**config.mk**
```make
export PLATFORM = sky130hd
export DESIGN_NAME = fifo_wr_ctrl
export DESIGN_NICKNAME = d
export VERILOG_FILES = /design/src/rtl/fifo_wr_ctrl.sv
export SDC_FILE = /design/constraint.sdc
export NUM_CORES = 1
export LEC_CHECK = 0
export ABC_CLOCK_PERIOD_IN_PS = 3000
export BUFFER_PORTS_ARGS = -buffer_cell sky130_fd_sc_hd__buf_4
export CORE_AREA = 3 3 40 42
export CTS_CLUSTER_DIAMETER = 80
export DETAILED_ROUTE_END_ITERATION = 10
export DIE_AREA = 0 0 43 45
export GPL_TIMING_DRIVEN = 0
export PLACE_DENSITY = 0.78
export SYNTH_ARGS = -nofsm -noshare
export SYNTH_HDL_FRONTEND = slang
export SYNTH_SLANG_ARGS = --single-unit
```
**constraint.sdc**
```tcl
create_clock -name clk -period 3 [get_ports clk]
set_input_delay 0.6 -clock clk [delete_from_list [all_inputs] [get_ports clk]]
set_output_delay 0.6 -clock clk [all_outputs]
set_load 0.005 [all_outputs]
```
**src/rtl/fifo_wr_ctrl.sv**
```systemverilog
// FIFO write-side controller: write pointer, fill level, full/almost-full flags and overflow tracking.
// Optional overflow event counter enabled by defining FIFO_WR_OVF_CNT_EN.
module fifo_wr_ctrl #(
    parameter int unsigned FIFO_PTR_WIDE = 3,
    parameter int unsigned AFULL_THRESH  = 6
) (
    input  logic                     clk,
    input  logic                     rst_n,
    input  logic                     wr_valid,
    output logic                     wr_ready,
    output logic                     wr_mem_en,
    output logic [FIFO_PTR_WIDE-1:0] wr_addr,
    input  logic [FIFO_PTR_WIDE:0]   rd_ptr,
    input  logic                     flush,
    output logic                     full,
    output logic                     almost_full,
    output logic [FIFO_PTR_WIDE:0]   level,
    output logic                     ovf_err,
    input  logic                     ovf_clr,
    output logic [7:0]               ovf_cnt
);

    localparam logic [FIFO_PTR_WIDE:0] AFULL_LVL = (FIFO_PTR_WIDE+1)'(AFULL_THRESH);

    logic [FIFO_PTR_WIDE:0] wr_ptr;
    logic                   ovf_evt;

    assign wr_addr = wr_ptr[FIFO_PTR_WIDE-1:0];

    // Subtraction wraps naturally in FIFO_PTR_WIDE+1 bits, giving 0..depth.
    assign level       = wr_ptr - rd_ptr;
    assign full        = (wr_ptr[FIFO_PTR_WIDE] != rd_ptr[FIFO_PTR_WIDE]) &&
                         (wr_ptr[FIFO_PTR_WIDE-1:0] == rd_ptr[FIFO_PTR_WIDE-1:0]);
    assign almost_full = (level >= AFULL_LVL);

    assign wr_ready  = !full && !flush;
    assign wr_mem_en = wr_valid && wr_ready;
    assign ovf_evt   = wr_valid && full && !flush;

    always_ff @(posedge clk or negedge rst_n) begin
        if (!rst_n) begin
            wr_ptr <= '0;
        end else if (flush) begin
            wr_ptr <= rd_ptr;
        end else if (wr_mem_en) begin
            wr_ptr <= wr_ptr + 1'b1;
        end
    end

    // Set wins over clear when both happen in the same cycle.
    always_ff @(posedge clk or negedge rst_n) begin
        if (!rst_n) begin
            ovf_err <= 1'b0;
        end else if (ovf_evt) begin
            ovf_err <= 1'b1;
        end else if (ovf_clr) begin
            ovf_err <= 1'b0;
        end
    end

`ifdef FIFO_WR_OVF_CNT_EN
    always_ff @(posedge clk or negedge rst_n) begin
        if (!rst_n) begin
            ovf_cnt <= '0;
        end else if (ovf_clr) begin
            ovf_cnt <= ovf_evt ? 8'd1 : 8'd0;
        end else if (ovf_evt && (ovf_cnt != '1)) begin
            ovf_cnt <= ovf_cnt + 8'd1;
        end
    end
`else
    assign ovf_cnt = '0;
`endif

endmodule
```
Word-level counts from Yosys, hierarchy flattened:

Index checks and enable logic that the tools add are counted.

* $add $sub $neg: 2
* multipliers: 0
* div/mod/pow operators: 0
* order comparisons: 1
* equality and inequality tests: 2
* shift-type cells: 0
* muxes and demuxes: 4
* bitwise gates (word level): 0
* reductions and logical operators: 9

Operator list (count)
* two-way mux 4 bit: 2
* logical AND 1 bit: 5
* adder 4 x 1 -> 4 bit, second input constant: 1
* greater-or-equal comparator 4 x 3 -> 1 bit, second input constant: 1
* nonzero test 2 bit: 2
* subtractor 4 bit: 1
* == test 3 bit: 1
* logical NOT 1 bit: 2
* two-way mux 1 bit: 2
* inequality test 1 bit: 1

* register bits after elaboration: 5
* latch bits: 0
* memory bits (writable): 0
* bits in read-only memories: 0
* output and inout bits: 20
* memories: 0

Longest topological paths before layout:

* depth after elaboration: 7
* depth in mapped cells: 6
* gate-level depth less buffers: 6

Worst setup path after synthesis:

No wires, ideal clock.

* path kind: in2out
* start point: in rd_ptr[0]
* end point: out almost_full
* arrival time: 1.515 ns
* required time: 2.400 ns
* path slack: 0.885 ns
* stages: 5
* cells stage by stage: ha_1 -> fa_1 -> xnor2_1 -> nand2_1 -> o21ai_1

* cells in the longest elaborated chain, start to end: 2

Ends and longest elaborated chain
* from (decl): line 13 `input logic [FIFO_PTR_WIDE:0] rd_ptr,`
* subtractor 4 bit: line 31 `assign level = wr_ptr - rd_ptr;`
* via level[2]: line 17 `output logic [FIFO_PTR_WIDE:0] level,`
* greater-or-equal comparator 4 x 3 -> 1 bit: line 34 `assign almost_full = (level >= AFULL_LVL);`
* to (decl): line 16 `output logic almost_full,`

The timed path passes the listed nets, and every way through them passes these cells.

Final worst setup path:

* start point: reg wr_ptr[0]
* end point: out almost_full

* cells in the longest elaborated chain, start to end: 2

Ends and longest elaborated chain
* from (decl): line 25 `logic [FIFO_PTR_WIDE:0] wr_ptr;`
* from (signal assigned): line 44 `wr_ptr <= rd_ptr;`
* from (signal assigned): line 46 `wr_ptr <= wr_ptr + 1'b1;`
* subtractor 4 bit: line 31
* greater-or-equal comparator 4 x 3 -> 1 bit: line 34

Every way passes these cells.

==> results.sh <==
export IMPL_worstPathArrival_ns=1.88
export IMPL_nets=118
export IMPL_track_usage=0.146
export IMPL_outcome="completed"
export IMPL_path_clk_slew_ns=0.05
export IMPL_place_hpwl_mm=1.10
export IMPL_io_pins=29
export IMPL_min_delay_path_class="input pin to async pin"
export IMPL_synth_ff_type="dfrtp_1"
export IMPL_reg2reg_depth=4
export IMPL_synth_edf_count=0
export IMPL_fin_total_pwr_uw=374
export IMPL_antenna_found_initial=0
export IMPL_cts_resized=0
export IMPL_grt_pass1_vias=498
export IMPL_endpoint="almost_full"
export IMPL_drt_iter0_drc=14
export IMPL_first_pass_iters=4
export IMPL_die_area_um2=1940
export IMPL_clk_insertion_delay_late_ns=0.25
export IMPL_yosys_warnings=0
export IMPL_io_buffers=18
export IMPL_worstSetupEndpointType="output pin"
export IMPL_post_route_min_period_ns=2.48
export IMPL_power_density_nw_per_um2=465
export IMPL_crit_type="flip-flop to output pin"
export IMPL_wl_per_cell_um=11.6
export IMPL_area_growth_syn_to_layout_pct=34.5
export IMPL_crit_slowest_cell="dfrtp_1"
export IMPL_synth_cell_types=31
export IMPL_drt_wl_total_mm=1.37
export IMPL_core_um2=1280
export IMPL_synthArstFlopShare=1.00
export IMPL_cts_buffers=3
export IMPL_diodes=0
export IMPL_path_depth=7
export IMPL_path_cells="inv_1, ha_1, fa_1, xnor2_1, nand2_1, o21ai_1, buf_4"
export IMPL_hold_viol_final=0
export IMPL_rsz0062_at_grt="false"
export IMPL_ys_ff_latch=5
export IMPL_via_per_inst=5.05
export IMPL_cell_internal_pwr_uw=238
export IMPL_clock_power_share=0.213
export IMPL_max_cap_viol_count=0
export IMPL_cp_max_fo=6
export IMPL_critPathLaunchType="flip-flop"
export IMPL_final_cell_mix="buf_4 (29), conb_1 (8), inv_1 (7), nor3b_1 (5), dfrtp_1 (5)"
export IMPL_num_vias=596
export IMPL_r2r_setup_slack_ns=1.39
export IMPL_ctsHoldBuffers=0
export IMPL_synth_cells=74
export IMPL_rows=13
export IMPL_cts_root_buf="clkbuf_4"
export IMPL_syn_area_um2=598
export IMPL_vdd_ir_drop_worst_mv=0.333
export IMPL_p_sw_uw=136
export IMPL_skew_ns=0.00516
export IMPL_start_util=0.465
export IMPL_cts_setup_buffers=0
export IMPL_setup_tns_ns=0
export IMPL_fin_crit_sh=0.827
export IMPL_max_freq_mhz=403
export IMPL_cts_sinks=5
export IMPL_yosysSeqAreaShare=0.209
export IMPL_swShare=0.365
export IMPL_critical_path_max_stage_delay_ns=0.45
export IMPL_cts_tree="done"
export IMPL_reg2reg_from="wr_ptr[2]"
export IMPL_startpoint="wr_ptr[0]"
export IMPL_required_ns=2.40
export IMPL_setup_ws_ns=0.518
export IMPL_setup_viol=0
export IMPL_leakagePower_nw=0.410
export IMPL_cpLargestDelayFamily="adder cells"
export IMPL_maxSlewViolCount=0
export IMPL_grt_overflow=0
export IMPL_grt_max_degree=11
export IMPL_ctsHtreeMaxLevel=1
export IMPL_grt_pass1_wl_mm=2.11
export IMPL_crit_buf_inv=2
export IMPL_place_ws_ns=0.615
export IMPL_reg2reg_to="wr_ptr[2]"
export IMPL_globalplace_congestion=0.813
export IMPL_cts_buffer_depth=2
export IMPL_fin_util=0.626
export IMPL_drc=0
export IMPL_ant_nets=0
export IMPL_dieWidth_um=43
export IMPL_seqPwrFrac=0.250
export IMPL_avgSynthCellArea_um2=8.08
export IMPL_final_common_cell="buf_4"
export IMPL_die_h_um=45
export IMPL_drive_gt1_frac=0.330
export IMPL_p_comb_frac=0.537
## Yosys cell counts, drive strengths merged (2+ instances only)
| cell type | count | area, um2 |
|---|---|---|
| buf | 13 | 92.6 |
| inv | 7 | 26.3 |
| dfrtp | 5 | 125 |
| nor3b | 5 | 37.5 |
| a21oi | 4 | 20.0 |
| ha | 4 | 50.1 |
| nor2 | 4 | 15.0 |
| nand2 | 3 | 11.3 |
| nand3 | 3 | 15.0 |
| a211oi | 2 | 15.0 |
| and3 | 2 | 12.5 |
| nand4b | 2 | 17.5 |
| o211ai | 2 | 15.0 |
| o21ai | 2 | 10.0 |
| xnor2 | 2 | 17.5 |
## cell families (layout without fill, tap and decap cells)
family / Yosys count / after routing / share of synthesized area
other: 1 / 8 / 0.00627
adders and majority gates: 5 / 5 / 0.117
xor gates and xnor gates: 3 / 3 / 0.0439
buffers and inverters: 21 / 43 / 0.205
AOI/OAI and AO/OA: 14 / 14 / 0.157
and+or+nand+nor: 25 / 25 / 0.262
DFF: 5 / 5 / 0.209
## stage by stage
| step | cell area [um2] | cells | hold WS (ns) |
|---|---|---|---|
| floorplan | 624 | 81 | 0.304 |
| global placement | 778 | 114 | 0.404 |
| detailed placement | 778 | 114 | 0.404 |
| CTS | 805 | 118 | 0.140 |
| global route | 805 | 118 | 0.133 |
| finish | 805 | 118 | 0.144 |
## power groups by stage
stage / clock, mW / sequential [mW] / combinational (mW)
after global placement: 0 / 0.0932 / 0.195
after global routing: 0.0877 / 0.0958 / 0.224
final: 0.0796 / 0.0933 / 0.201
after floorplan: 0 / 0.0896 / 0.122
after CTS: 0.0818 / 0.0935 / 0.201
after detailed placement: 0 / 0.0943 / 0.200
## routing by layer
| layer | vias up | part of all wire | track usage |
|---|---|---|---|
| met4 | 0 | 0 | 0.0361 |
| met2 | 31 | 0.51 | 0.246 |
| met5 | - | 0 | 0 |
| met3 | 0 | 0.11 | 0.0637 |
| li1 | 304 | - | - |
| met1 | 261 | 0.38 | 0.173 |
## sequential cells by signal, summed over array words and instances (netlist names)
name	flops
ovf_err	1
wr_ptr	4
## how the worst min path moves through the flow
| stage | end | slack, ns | cells past startpoint | from |
|---|---|---|---|---|
| after floorplan | ovf_err | 0.30 | 0 | rst_n |
| after global placement | ovf_err | 0.40 | 1 | rst_n |
| after detailed placement | wr_ptr[2] | 0.40 | 1 | rst_n |
| after CTS | wr_ptr[2] | 0.14 | 1 | rst_n |
| after global routing | wr_ptr[2] | 0.13 | 1 | rst_n |
| final | wr_ptr[1] | 0.14 | 1 | rst_n |
## area by class of cell
cell class              instances  area, um2
multi-input cells              55        377
well taps                      15       18.8
inverters                       7       26.3
plain buffers                  14       96.3
fillers                       116        480
clock buffers                   4       26.3
flip-flops and latches          5        125
repair buffers                 18        135
Note: power is estimated with default switching activity, not from simulation.
